--- src/rtl/asrv32_writeback_pipe_pkg.sv ---
// ASRV32 writeback stage: shared opcode indices, load encodings
// and FSM state type.
package asrv32_writeback_pipe_pkg;

  localparam int OPCODE_WIDTH = 11;

  localparam int OP_RTYPE  = 0;
  localparam int OP_ITYPE  = 1;
  localparam int OP_LOAD   = 2;
  localparam int OP_STORE  = 3;
  localparam int OP_BRANCH = 4;
  localparam int OP_JAL    = 5;
  localparam int OP_JALR   = 6;
  localparam int OP_LUI    = 7;
  localparam int OP_AUIPC  = 8;
  localparam int OP_SYSTEM = 9;
  localparam int OP_FENCE  = 10;

  localparam logic [2:0] F3_LB  = 3'd0;
  localparam logic [2:0] F3_LH  = 3'd1;
  localparam logic [2:0] F3_LW  = 3'd2;
  localparam logic [2:0] F3_LD  = 3'd3;
  localparam logic [2:0] F3_LBU = 3'd4;
  localparam logic [2:0] F3_LHU = 3'd5;
  localparam logic [2:0] F3_LWU = 3'd6;

  typedef enum logic [1:0] {
    ST_RUN       = 2'd0,
    ST_WAIT_LOAD = 2'd1,
    ST_FLUSH     = 2'd2
  } wb_state_t;

endpackage

--- src/rtl/asrv32_writeback_pipe_load_align.sv ---
// Load data alignment: picks byte/half/word at the load address
// and sign- or zero-extends it to XLEN.
module asrv32_load_align
  import asrv32_writeback_pipe_pkg::*;
#(
  parameter  int XLEN = 32,
  localparam int AW   = $clog2(XLEN/8)
) (
  input  logic [2:0]      funct3,
  input  logic [AW-1:0]   addr_lo,
  input  logic [XLEN-1:0] data,
  output logic [XLEN-1:0] aligned
);

  logic [AW-1:0] h_off;
  logic [AW-1:0] w_off;
  logic [7:0]    b;
  logic [15:0]   h;
  logic [31:0]   w;

  assign h_off = addr_lo & ~AW'(1);
  assign w_off = addr_lo & ~AW'(3);
  assign b = data[{addr_lo, 3'b000} +: 8];
  assign h = data[{h_off, 3'b000} +: 16];
  assign w = data[{w_off, 3'b000} +: 32];

  // LD and LWU only exist on RV64; on RV32 they fall back to LW
  always_comb begin
    aligned = XLEN'($signed(w));
    case (funct3)
      F3_LB:   aligned = XLEN'($signed(b));
      F3_LBU:  aligned = XLEN'(b);
      F3_LH:   aligned = XLEN'($signed(h));
      F3_LHU:  aligned = XLEN'(h);
      F3_LWU:  aligned = (XLEN == 64) ? XLEN'(w)
                                      : XLEN'($signed(w));
      F3_LD:   aligned = (XLEN == 64) ? data
                                      : XLEN'($signed(w));
      default: aligned = XLEN'($signed(w));
    endcase
  end

endmodule

--- src/rtl/asrv32_writeback_pipe.sv ---
// ASRV32 writeback stage: rd select/write, load wait stall and
// PC redirect with multi-cycle flush on trap entry and MRET.
module asrv32_writeback_pipe
  import asrv32_writeback_pipe_pkg::*;
#(
  parameter  int              XLEN         = 32,
  parameter  int              REG_ADDR_W   = 5,
  parameter  logic [XLEN-1:0] PC_RESET     = '0,
  parameter  int              FLUSH_CYCLES = 1,
  localparam int              AW = $clog2(XLEN/8)
) (
  input  logic                    i_clk,
  input  logic                    i_rst_n,
  input  logic                    i_ce,
  input  logic [OPCODE_WIDTH-1:0] i_opcode,
  input  logic [2:0]              i_funct3,
  input  logic                    i_wr_rd_en,
  input  logic [REG_ADDR_W-1:0]   i_rd_addr,
  input  logic [XLEN-1:0]         i_rd_data,
  input  logic [XLEN-1:0]         i_load_data,
  input  logic                    i_load_ack,
  input  logic [AW-1:0]           i_addr_lo,
  input  logic [XLEN-1:0]         i_csr_data,
  input  logic                    i_go_to_trap,
  input  logic                    i_return_from_trap,
  input  logic [XLEN-1:0]         i_trap_address,
  input  logic [XLEN-1:0]         i_return_address,
  output logic                    o_wr_rd_en,
  output logic [REG_ADDR_W-1:0]   o_rd_addr,
  output logic [XLEN-1:0]         o_rd_data,
  output logic [XLEN-1:0]         o_next_pc,
  output logic                    o_change_pc,
  output logic                    o_stall,
  output logic                    o_flush
);

  wb_state_t state, state_nxt;
  logic [3:0] cnt, cnt_nxt;

  logic [REG_ADDR_W-1:0] p_rd;
  logic [2:0]            p_f3;
  logic [AW-1:0]         p_lo;
  logic                  p_we;

  logic            accept, waiting, trap;
  logic            is_load, is_csr, we_req;
  logic [2:0]      al_f3;
  logic [AW-1:0]   al_lo;
  logic [XLEN-1:0] al_data;

  logic                  we_nxt, chg_nxt;
  logic [REG_ADDR_W-1:0] rd_nxt;
  logic [XLEN-1:0]       data_nxt, pc_nxt;

  assign accept  = (state == ST_RUN) && i_ce;
  assign waiting = (state == ST_WAIT_LOAD);
  assign trap    = i_go_to_trap || i_return_from_trap;
  assign is_load = i_opcode[OP_LOAD];
  assign is_csr  = i_opcode[OP_SYSTEM] && (i_funct3 != 3'd0);
  assign we_req  = i_wr_rd_en
                && !i_opcode[OP_BRANCH]
                && !i_opcode[OP_STORE]
                && !(i_opcode[OP_SYSTEM] && i_funct3 == 3'd0)
                && (i_rd_addr != '0);

  // while waiting, alignment must follow the latched load
  assign al_f3 = waiting ? p_f3 : i_funct3;
  assign al_lo = waiting ? p_lo : i_addr_lo;

  assign o_stall = (waiting && !i_load_ack)
                || (accept && is_load && !i_load_ack);

  asrv32_load_align #(.XLEN(XLEN)) u_align (
    .funct3  (al_f3),
    .addr_lo (al_lo),
    .data    (i_load_data),
    .aligned (al_data)
  );

  always_ff @(posedge i_clk) begin
    if (!i_rst_n) begin
      state <= ST_RUN;
      cnt   <= '0;
    end else begin
      state <= state_nxt;
      cnt   <= cnt_nxt;
    end
  end

  always_comb begin
    state_nxt = state;
    cnt_nxt   = cnt;
    unique case (state)
      ST_RUN: begin
        if (accept && trap) begin
          state_nxt = ST_FLUSH;
          cnt_nxt   = 4'(FLUSH_CYCLES - 1);
        end else if (accept && is_load && !i_load_ack) begin
          state_nxt = ST_WAIT_LOAD;
        end
      end
      ST_WAIT_LOAD: begin
        if (i_load_ack) state_nxt = ST_RUN;
      end
      ST_FLUSH: begin
        if (cnt == '0) state_nxt = ST_RUN;
        else           cnt_nxt   = cnt - 4'd1;
      end
      default: state_nxt = ST_RUN;
    endcase
  end

  always_comb begin
    we_nxt   = 1'b0;
    chg_nxt  = 1'b0;
    rd_nxt   = o_rd_addr;
    data_nxt = o_rd_data;
    pc_nxt   = o_next_pc;
    if (accept && trap) begin
      chg_nxt = 1'b1;
      pc_nxt  = i_go_to_trap ? i_trap_address
                             : i_return_address;
    end else if (accept && (!is_load || i_load_ack)) begin
      we_nxt   = we_req;
      rd_nxt   = i_rd_addr;
      data_nxt = is_load ? al_data
               : is_csr  ? i_csr_data
               : i_rd_data;
    end else if (waiting && i_load_ack) begin
      we_nxt   = p_we;
      rd_nxt   = p_rd;
      data_nxt = al_data;
    end
  end

  always_ff @(posedge i_clk) begin
    if (!i_rst_n) begin
      o_wr_rd_en  <= 1'b0;
      o_rd_addr   <= '0;
      o_rd_data   <= '0;
      o_next_pc   <= PC_RESET;
      o_change_pc <= 1'b0;
      o_flush     <= 1'b0;
      p_rd        <= '0;
      p_f3        <= '0;
      p_lo        <= '0;
      p_we        <= 1'b0;
    end else begin
      o_wr_rd_en  <= we_nxt;
      o_rd_addr   <= rd_nxt;
      o_rd_data   <= data_nxt;
      o_next_pc   <= pc_nxt;
      o_change_pc <= chg_nxt;
      o_flush     <= (state_nxt == ST_FLUSH);
      if (accept && !trap && is_load && !i_load_ack) begin
        p_rd <= i_rd_addr;
        p_f3 <= i_funct3;
        p_lo <= i_addr_lo;
        p_we <= we_req;
      end
    end
  end

endmodule

--- config.mk ---
export PLATFORM = sky130hd
export DESIGN_NAME = asrv32_writeback_pipe
export DESIGN_NICKNAME = d
export VERILOG_FILES = /design/src/rtl/asrv32_writeback_pipe_pkg.sv /design/src/rtl/asrv32_writeback_pipe_load_align.sv /design/src/rtl/asrv32_writeback_pipe.sv
export SDC_FILE = /design/constraint.sdc
export NUM_CORES = 1
export LEC_CHECK = 0
export BUFFER_PORTS_ARGS = -buffer_cell sky130_fd_sc_hd__clkbuf_2
export CAP_MARGIN = 20
export CELL_PAD_IN_SITES_DETAIL_PLACEMENT = 0
export CELL_PAD_IN_SITES_GLOBAL_PLACEMENT = 1
export CORE_UTILIZATION = 29
export DETAILED_ROUTE_END_ITERATION = 12
export GPL_TIMING_DRIVEN = 0
export PLACE_DENSITY_LB_ADDON = 0.1
export SETUP_SLACK_MARGIN = 0.02
export SLEW_MARGIN = 25
export SYNTH_ARGS = -nofsm -noshare
export SYNTH_HDL_FRONTEND = slang
export SYNTH_SLANG_ARGS = --single-unit
--- constraint.sdc ---
create_clock -name i_clk -period 1.85 [get_ports i_clk]
set_input_delay 0.0925 -clock i_clk [delete_from_list [all_inputs] [get_ports i_clk]]
set_output_delay 0.0925 -clock i_clk [all_outputs]
set_load 0.1 [all_outputs]
==> results of run 1 <==
-- registers in the layout, summed over array words and instances (netlist names), 2 cells and up --
register,count
state,2
cnt,4
o_rd_data,32
p_lo,2
p_f3,3
o_rd_addr,5
o_next_pc,32
p_rd,5
-- tightest hold or removal path: stages --
cell      delay (ps)
clkbuf_2         100
mux2i_1           60
nor2b_1          100
-- synthesized netlist by cell type (2+ instances only) --
cell	instances
buf_6	2
nand2b_1	4
mux2i_1	64
o21ai_0	10
a31oi_1	26
o211a_1	37
a21oi_2	2
ha_1	2
inv_1	4
a21oi_1	39
xor2_1	2
dfxtp_1	89
o211ai_1	2
nor2b_1	17
buf_2	12
nor3_1	2
or3b_1	2
and2_1	11
a32o_1	8
o221ai_1	17
nor2_1	63
nor3b_1	5
nand3_1	3
a2bb2oi_1	7
mux2_2	3
a31oi_4	2
nand2_1	60
nor4bb_1	2
or3_1	7
clkbuf_1	31
a221oi_1	7
-- timing repair --
item,in CTS,in global routing
gates resized for setup,55,64
cloned,1,2
endpoints found under the setup margin,78,73
pin swaps,8,12
setup buffers,10,7
-- power by group through the flow --
stage,logic (mW),clock network [mW],registers [mW]
3_5_place_dp,2.17,0,2.19
4_1_cts,2.25,1.85,2.15
2_1_floorplan,0.631,0,3.16
3_3_place_gp,2.16,0,2.19
5_1_grt,2.46,1.93,2.18
6_report,2.33,1.82,2.16
-- area by class of cell --
type / instances / area (um2)
plain buffers: 43 / 295.3
clock inverters: 1 / 30.03
fillers: 1676 / 9220
clock buffers: 11 / 242.7
flip-flops and latches: 89 / 1789
multi-input cells: 430 / 3344
well taps: 220 / 275.3
repair buffers: 270 / 1430
inverters: 4 / 15.01
-- stage by stage --
step                      setup slack (ps)  cells  TNS (ps)
after global routing                -94.87   1068     -2168
after detailed placement            -482.0   1039    -22610
after CTS                           -27.11   1059    -118.3
after global placement              -475.8   1039    -20790
final                               -58.02   1068    -361.8
after floorplan                     -7.112    569    -45.74
-- kinds of logic after synthesis --
group           Yosys count
compound gates          171
xor+xnor                  2
fa+ha+maj                 2
buf+inv                  50
flops                    89
mux                      68
simple gates            187
-- final timing paths --
kind	from	to	slack [ps]
worst max-delay path	state[1]$_SDFF_PN0_	o_rd_data[0]$_SDFFE_PN0P_	-60
worst min-delay path	i_rd_addr[1]	p_rd[1]$_SDFFE_PN0P_	40
worst max register to register	state[1]$_SDFF_PN0_	o_rd_data[0]$_SDFFE_PN0P_	-60
worst min register to register	o_rd_data[1]$_SDFFE_PN0P_	o_rd_data[1]$_SDFFE_PN0P_	480
-- layer usage --
layer  share of wire [%]  wire length (um)
met4                 1.3               258
met5                   0                 0
met3                 7.0              1344
met1                  43              8276
met2                  48              9238
==> flow_summary.yaml, run 1 <==
clocking:
  cts_hold_buf: 0
  cts_tree: "yes"
  htree_levels: 3
  clock_latency_ps: 350
  clock_path_buffers: 2
  clock_sinks: 89
  cts_buffers: 9
  clk_pin_slew_worst_paths_ps: 60
  cts-root-buf: "clkbuf_16"
worst_setup_path:
  cp_num_buf_inv: 3
  required_ps: 2090
  endpoint_kind: "flip-flop"
  worst-path-max-fanout: 7
  startpoint_type: "flip-flop"
  worstPathArrival_ps: 2140
  cpPeakStageDelay_ps: 360
  critical_path.cell_chain: "nand2b_4, buf_2, buf_4, a31oi_4, buf_8, mux2i_1, a2bb2oi_1, a32o_1"
  slowest_stage: "dfxtp_4"
  path_depth: 8
  r2r_cells: 8
  worst-setup-path-type: "reg2reg"
  cp_top_family: "compound AO/OA/AOI/OAI gates"
finish:
  final_util_pct: 44.60
  n_antenna_cell: 0
  final_cell_mix: "254 x clkbuf_2, 87 x dfxtp_1, 59 x mux2i_1, 59 x nor2_1, 58 x nand2_1"
  layout.nets: 1037
  syn_to_final_growth_pct: 49.20
  final_area_um2: 7422
  drive_above_1_share_pct: 44.34
  final_common_cell: "clkbuf_2"
route:
  vias: 5360
  first_pass_iters: 4
  wl_per_cell_um: 17.90
  drc: 0
  ant_nets: 0
  viasPerCell: 5.019
  wirelength_um: 19120
  drt_iter0_markers: 155
sta:
  post-route-min-period_ps: 1908
  hold_slack_ps: 38.43
  rsz0062_at_grt: "true"
  report.final.slew_viol_count: 0
  hold_viol: 0
  max_freq_ghz: 0.5241
  finalCritPeriodShare_pct: 103.1
  worst_pin_slew_ps: 771.1
  finClkSkew_ps: 6.715
  setup_viol: 14
  fin_ws_ps: -58.02
  max_slew_margin_pct: 48.40
global_routing:
  met3_usage_pct: 5.019
  antenna_found_initial: 0
  grt-ovfl-total: 0
  grt_max_degree: 13
  grt_pass1_wl_um: 29550
  grt_use_total_pct: 21.57
  use_met2_pct: 36.71
  grt_pass1_vias: 5493
  use_met1_pct: 26.48
  grt_busiest_layer: "met2"
logic_synthesis:
  synth_edf_count: 0
  synthAdderAreaFrac_pct: 0.5030
  synth_top_family_by_area: "compound AO/OA/AOI/OAI gates"
  synth-seq-cells: 89
  synthFlopType: "dfxtp_1"
  yosys_warnings: 0
  synth_area_leaders: "dfxtp_1 36%, mux2i_1 13%, o211a_1 7.4%"
  seq_area_frac_synth_pct: 35.81
  synthSimpleGateAreaFrac_pct: 18.36
  postSynthCellCount: 569
  synthXorXnorAreaFrac_pct: 0.3521
  synth_area_um2: 4975
  synthMuxAreaShare_pct: 14.01
  synth_cell_types: 58
  syn_nets: 759
  synth_largest_area_cell: "dfxtp_1"
  synthArstFlopShare_pct: 0
  synth_top_area_share_pct: 35.81
  synth_compound_area_share_pct: 26.58
  avgSynthCellArea_um2: 8.743
die:
  start_util_pct: 29.89
  coreArea_um2: 16640
  die_h_um: 133.0
  die_x_um: 133.0
  num_io_pins: 261
  die-area_um2: 17680
  rows: 47
outcome:
  violations: "negative setup slack"
  status: "complete, but fails checks"
place:
  gp_congestion: 0.8029
  hpwl_um: 15010
  place_area_um2: 6545
  port_buffers: 250
power_and_ir_drop:
  power.density_nw_per_um2: 849.4
  intPower_mw: 3.772
  p_sw_mw: 2.532
  p_leak_nw: 3.795
  seqPwrFrac_pct: 34.2
  pwr-share-comb_pct: 37.0
  clockPowerShare_pct: 28.8
  finalPower_mw: 6.304
  swShare_pct: 40.17
  vdd_drop_max_v: 0.0004774
hold_path:
  hold_class: "in2reg"
  holdPathStages: 3
run:
  cap_violations: 0
Power figures use the tool's default switching activity.
==> inputs of run 2 (changes only) <==
--- a/config.mk
+++ b/config.mk
@@ -9,6 +9,7 @@
 export CAP_MARGIN = 20
 export CELL_PAD_IN_SITES_DETAIL_PLACEMENT = 0
 export CELL_PAD_IN_SITES_GLOBAL_PLACEMENT = 1
+export CORE_ASPECT_RATIO = 1.75
 export CORE_UTILIZATION = 29
 export DETAILED_ROUTE_END_ITERATION = 12
 export GPL_TIMING_DRIVEN = 0
==> run 2 against run 1 <==
Compared with the run above:
- the flow still finishes with violations (negative setup slack)
- clock-buffer cell count rose by 1
- first-iteration DRC count rose by 29%
- sequential power barely moved
- non-clock buffer count did not move
- clock skew rose by 3.8 ps
- critical path depth did not move
- sequential cell count did not move
- critical path type unchanged
- largest power group unchanged
==> flow_summary.yaml, run 2 (same netlist as run 1, synthesis figures left out) <==
power_and_ir_drop:
  p_leak_nw: 3.826
  vdd_drop_max_v: 0.0004410
  power.density_nw_per_um2: 867.2
clocking:
  clock_sinks: 89
  clock_path_buffers: 2
  htree_levels: 3
  cts_hold_buf: 0
  clock_latency_ps: 340
  clk_pin_slew_worst_paths_ps: 60
  cts_tree: "yes"
  cts-root-buf: "clkbuf_16"
  cts_buffers: 9
sta:
  hold_slack_ps: 44.74
  finalCritPeriodShare_pct: 100.2
  report.final.slew_viol_count: 0
  setup_viol: 1
  fin_ws_ps: -3.130
  post-route-min-period_ps: 1853
  worst_pin_slew_ps: 694.8
  finClkSkew_ps: 10.48
  max_freq_ghz: 0.5396
  hold_viol: 0
  max_slew_margin_pct: 53.37
  rsz0062_at_grt: "true"
worst_setup_path:
  slowest_stage: "dfxtp_4"
  worstPathArrival_ps: 2080
  cp_top_family: "compound AO/OA/AOI/OAI gates"
  critical_path.cell_chain: "nand2b_4, buf_2, buf_4, a31oi_4, buf_6, mux2i_1, a2bb2oi_2, a32o_1"
  cpPeakStageDelay_ps: 360
  regToRegEndpoint: "o_rd_data[1]$_SDFFE_PN0P_"
  endpoint_kind: "flip-flop"
  r2r_slack_ps: -3
  worst-setup-path-type: "reg2reg"
  startpoint_type: "flip-flop"
  reg2reg_from: "state[1]$_SDFF_PN0_"
  required_ps: 2080
  cp_num_buf_inv: 3
  r2r_cells: 8
  worst-path-max-fanout: 7
die:
  rows: 63
  die_h_um: 175.3
  coreArea_um2: 16870
  die-area_um2: 17700
  die_x_um: 101.0
  start_util_pct: 29.49
  num_io_pins: 261
place:
  hpwl_um: 15440
  dpl.cell_count: 1046
  port_buffers: 250
  gp_congestion: 0.8339
global_routing:
  grt_use_total_pct: 21.57
  grt_pass1_wl_um: 28750
  grt_pass1_vias: 5553
  antenna_found_initial: 0
  grt_max_degree: 15
  grt-ovfl-total: 0
hold_path:
  hold_class: "in2reg"
  holdPathEnd: "p_rd[2]$_SDFFE_PN0P_"
  holdPathStages: 3
  min_from: "i_rd_addr[2]"
route:
  wirelength_um: 19390
  drt_iter0_markers: 200
  viasPerCell: 5.006
  wl_per_cell_um: 17.97
  first_pass_iters: 4
  vias: 5402
  drc: 0
  ant_nets: 0
finish:
  n_antenna_cell: 0
  drive_above_1_share_pct: 44.48
  instances_no_fill: 1079
  final_cell_mix: "256 x clkbuf_2, 87 x dfxtp_1, 60 x mux2i_1, 60 x nor2_1, 58 x nand2_1"
  layout.nets: 1037
  top_regs: "o_next_pc: 32 flops, o_rd_data: 32 flops"
  fillCellCount: 1780
  syn_to_final_growth_pct: 50.48
  multiInputGateArea_um2: 3323
  register_area_um2: 1789
  final_common_cell: "clkbuf_2"
run:
  cap_violations: 0
outcome:
  status: "complete, but fails checks"
  violations: "negative setup slack"
run 2: layout make-up:
type | instances | area share, %
inverters | 4 | 0.2006
well taps | 227 | 3.794
multi-input cells | 430 | 44.39
clock inverters | 4 | 1.020
repair buffers | 271 | 19.67
flip-flops and latches | 89 | 23.90
clock buffers | 12 | 3.293
plain buffers | 42 | 3.727
run 2: worst max path at each step:
stage / start / to / cells past startpoint
2_1_floorplan: state[0]$_SDFF_PN0_ / p_lo[0]$_SDFFE_PN0P_ / 7
3_3_place_gp: state[1]$_SDFF_PN0_ / o_rd_data[15]$_SDFFE_PN0P_ / 7
3_5_place_dp: state[1]$_SDFF_PN0_ / o_rd_data[15]$_SDFFE_PN0P_ / 7
4_1_cts: state[0]$_SDFF_PN0_ / p_rd[0]$_SDFFE_PN0P_ / 6
5_1_grt: state[1]$_SDFF_PN0_ / o_rd_data[12]$_SDFFE_PN0P_ / 7
6_report: state[1]$_SDFF_PN0_ / o_rd_data[1]$_SDFFE_PN0P_ / 8
run 2: repair_timing:
action	CTS	global route
endpoints found under the setup margin	78	82
cloned	1	2
buffers inserted	12	6
resized for setup	59	51
pin swaps	7	11
run 2: tightest hold or removal path, cell delays in order:
cell and delay (ps):
clkbuf_2 100, mux2i_1 60, nor2b_1 90
run 2: layer usage:
layer | GRT usage [%] | routed length, um | vias to the layer above
li1 | - | - | 2664
met1 | 21.83 | 6910 | 2508
met2 | 41.41 | 10780 | 194
met3 | 3.661 | 1053 | 36
met4 | 10.51 | 644 | 0
met5 | 0 | 0 | -
run 2: power by group:
group	internal [mW]	leakage (nW)	switching, mW
logic	0.650	2.94	1.68
clock network	1.23	0.153	0.781
registers	2.07	0.732	0.0872
total	3.94	3.83	2.55
run 2: stage by stage:
stage | setup slack [ps] | util (%) | cell area (um2) | TNS, ps | power [mW]
2_1_floorplan | -7.112 | - | 5019 | -45.74 | 3.791
4_1_cts | -14.56 | 42.76 | 7213 | -41.04 | 6.478
3_5_place_dp | -459.4 | 38.85 | 6554 | -22400 | 4.361
3_3_place_gp | -421.6 | 38.85 | 6554 | -21430 | 4.338
6_report | -3.130 | 44.38 | 7486 | -3.130 | 6.492
5_1_grt | -39.02 | 44.38 | 7486 | -704.1 | 6.750
==> inputs of run 3 (changes only) <==
--- a/config.mk
+++ b/config.mk
@@ -5,12 +5,13 @@
 export SDC_FILE = /design/constraint.sdc
 export NUM_CORES = 1
 export LEC_CHECK = 0
+export ABC_AREA = 1
 export BUFFER_PORTS_ARGS = -buffer_cell sky130_fd_sc_hd__clkbuf_2
 export CAP_MARGIN = 20
 export CELL_PAD_IN_SITES_DETAIL_PLACEMENT = 0
 export CELL_PAD_IN_SITES_GLOBAL_PLACEMENT = 1
 export CORE_ASPECT_RATIO = 1.75
-export CORE_UTILIZATION = 29
+export CORE_UTILIZATION = 27
 export DETAILED_ROUTE_END_ITERATION = 12
 export GPL_TIMING_DRIVEN = 0
 export PLACE_DENSITY_LB_ADDON = 0.1
==> run 3 against run 2 <==
Compared with the run above:
- final area is 6.4% lower
- register-to-register slack better by 90 ps
- power is 3.7% lower
- critical endpoint is now o_rd_data[13]$_SDFFE_PN0P_
- setup slack better by 90 ps
- the run now ends clean
- core utilization is 4.6 points lower
- sequential cell count stayed put
- synthesized cell count is 28% higher
- highest routed layer is now met5
- clock skew hardly changed
==> flow_summary.yaml, run 3 <==
worst_setup_path:
  cpPeakStageDelay_ps: 330
  critical_path.cell_chain: "buf_6, inv_2, nor2_4, buf_4, nand2_1, o21ai_0, nor2_2, nand3_4, buf_2, nand3_2, nand2_1, a21oi_1"
  slowest_stage: "dfxtp_1"
  crit_top_cell: "nand2_1"
  worst-setup-path-type: "reg2reg"
  worstPathArrival_ps: 2000
  worst-path-max-fanout: 6
  endpoint_kind: "flip-flop"
  startpoint_type: "flip-flop"
  required_ps: 2090
clocking:
  clock_path_buffers: 2
  clock_sinks: 89
  cts-root-buf: "clkbuf_16"
  htree_levels: 3
  cts_buffers: 9
  cts_tree: "yes"
  clk_pin_slew_worst_paths_ps: 70
  clock_latency_ps: 350
route:
  wl_met2_um: 11210
  drc: 0
  wl_met3_um: 1024
  wirelength_um: 19910
  viasPerCell: 4.716
  drt_iter0_markers: 232
  ant_nets: 0
  highest_layer: "met5"
  wl_per_cell_um: 16.11
  vias: 5829
  first_pass_iters: 4
  wl_met1_um: 7120
global_routing:
  grt_pass1_vias: 5945
  grt_max_degree: 18
  grt_use_total_pct: 21.12
  antenna_found_initial: 1
  grt-ovfl-total: 0
  grt_pass1_wl_um: 30790
logic_synthesis:
  synth_cell_types: 26
  yosys-top-cells-count: "185 x nand2_1, 127 x nand3_1, 89 x dfxtp_1"
  synth_edf_count: 0
  seq_area_frac_synth_pct: 36.36
  synth_top_area_share_pct: 36.36
  yosysMostFrequentCell: "nand2_1"
  avgSynthCellArea_um2: 6.730
  yosys_warnings: 0
  synth_largest_area_cell: "dfxtp_1"
  postSynthCellCount: 728
  synthFlopType: "dfxtp_1"
  synthArstFlopShare_pct: 0
  syn_nets: 918
  synth-seq-cells: 89
  synth_area_leaders: "dfxtp_1 36%, nand2_1 14%, nand3_1 13%"
  synth_area_um2: 4900
sta:
  finClkSkew_ps: 10.47
  max_freq_ghz: 0.5672
  max_slew_margin_pct: 50.25
  hold_slack_ps: 16.02
  post-route-min-period_ps: 1763
  tns_ps: 0
  report.final.slew_viol_count: 0
  worst_pin_slew_ps: 746.2
  setup_viol: 0
  finalCritPeriodShare_pct: 95.30
  rsz0062_at_grt: "true"
  hold_viol: 0
hold_path:
  hold_class: "in2reg"
run:
  cap_violations: 0
finish:
  top_regs: "o_next_pc: 32 flops, o_rd_data: 32 flops"
  final_cell_mix: "259 x clkbuf_2, 179 x nand2_1, 123 x nand3_1"
  layout.nets: 1190
  n_antenna_cell: 0
  final_util_pct: 39.77
  instances_no_fill: 1236
  final_common_cell: "clkbuf_2"
  syn_to_final_growth_pct: 43.00
  drive_above_1_share_pct: 33.43
power_and_ir_drop:
  power.density_nw_per_um2: 892.3
  vdd_drop_max_v: 0.0004525
  p_leak_nw: 3.578
  finalPower_mw: 6.252
die:
  die-area_um2: 18710
  die_h_um: 180.2
  num_io_pins: 261
  rows: 64
  die_x_um: 103.8
  coreArea_um2: 17620
  start_util_pct: 27.81
place:
  hpwl_um: 16270
  dpl.cell_count: 1210
  gp_congestion: 0.8307
  port_buffers: 251
outcome:
  status: "complete, no violations"
## run 3: cell count changes after synthesis, sizes merged, moves of 33 or more
cell	previous run	this run
inv	4	37
nand2	61	191
nand3	3	129
nor2	64	22
o211a	37	0
o21ai	11	83
## run 3: power breakdown
| group | internal, mW | total [mW] | leakage, nW | switching (mW) |
|---|---|---|---|---|
| logic | 0.543 | 2.25 | 2.71 | 1.71 |
| registers | 2.07 | 2.15 | 0.730 | 0.0807 |
| clock network | 0.942 | 1.85 | 0.141 | 0.911 |
## run 3: area by class of cell
class | count | area (um2)
clock inverter | 7 | 66.31
clock buffer | 9 | 225.2
inverter | 37 | 146.4
buffer | 48 | 266.5
fill | 2033 | 10610
timing repair buffer | 262 | 1351
sequential | 89 | 1783
multi-input combinational | 553 | 2879
tap | 231 | 289.0
## run 3: worst max-delay path, delay by kind of cell, from the launching register on
family	cells	cell delay (ps)
compound gates	2	200
buf+inv	4	510
simple gates	6	630
flops	1	330
## run 3: timing repair
action / 4_1_cts / 5_1_grt
setup buffers: 4 / 6
endpoints found under the setup margin: 37 / 70
gates resized for setup: 31 / 38
hold buffers: 0 / 0
pin swaps: 4 / 2
hold endpoints to repair: 0 / 0
cloned: 0 / 1
## run 3: final timing paths
kind	end	slack (ps)	from	cells past startpoint
max	o_rd_data[13]$_SDFFE_PN0P_	90	state[0]$_SDFF_PN0_	12
min	p_rd[1]$_SDFFE_PN0P_	20	i_rd_addr[1]	3
min reg2reg	p_we$_SDFFE_PN0P_	470	p_we$_SDFFE_PN0P_	2
max reg2reg	o_rd_data[13]$_SDFFE_PN0P_	90	state[0]$_SDFF_PN0_	12
## run 3: routing by layer
layer | GRT usage [%] | vias up
met5 | 0 | -
met4 | 8.286 | 2
met3 | 4.123 | 27
met2 | 42.21 | 187
met1 | 20.75 | 2601
li1 | - | 3012
## run 3: logic make-up (layout without fill, tap and decap cells)
logic type | after synthesis | count (layout) | share of synthesized area, %
muxes | 32 | 32 | 6.537
adders and majority gates | 2 | 2 | 0.5106
and+or+nand+nor | 356 | 356 | 32.69
DFF | 89 | 89 | 36.36
buffers and inverters | 86 | 363 | 7.023
AOI/OAI and AO/OA | 163 | 163 | 16.88
## run 3: stage by stage
| stage | cell area, um2 | worst slack, ps |
|---|---|---|
| finish | 7007 | 86.94 |
| floorplan | 4903 | 217.1 |
| global placement | 6449 | -352.1 |
| global route | 7007 | -40.62 |
| CTS | 6863 | 22.96 |
| detailed placement | 6449 | -353.2 |
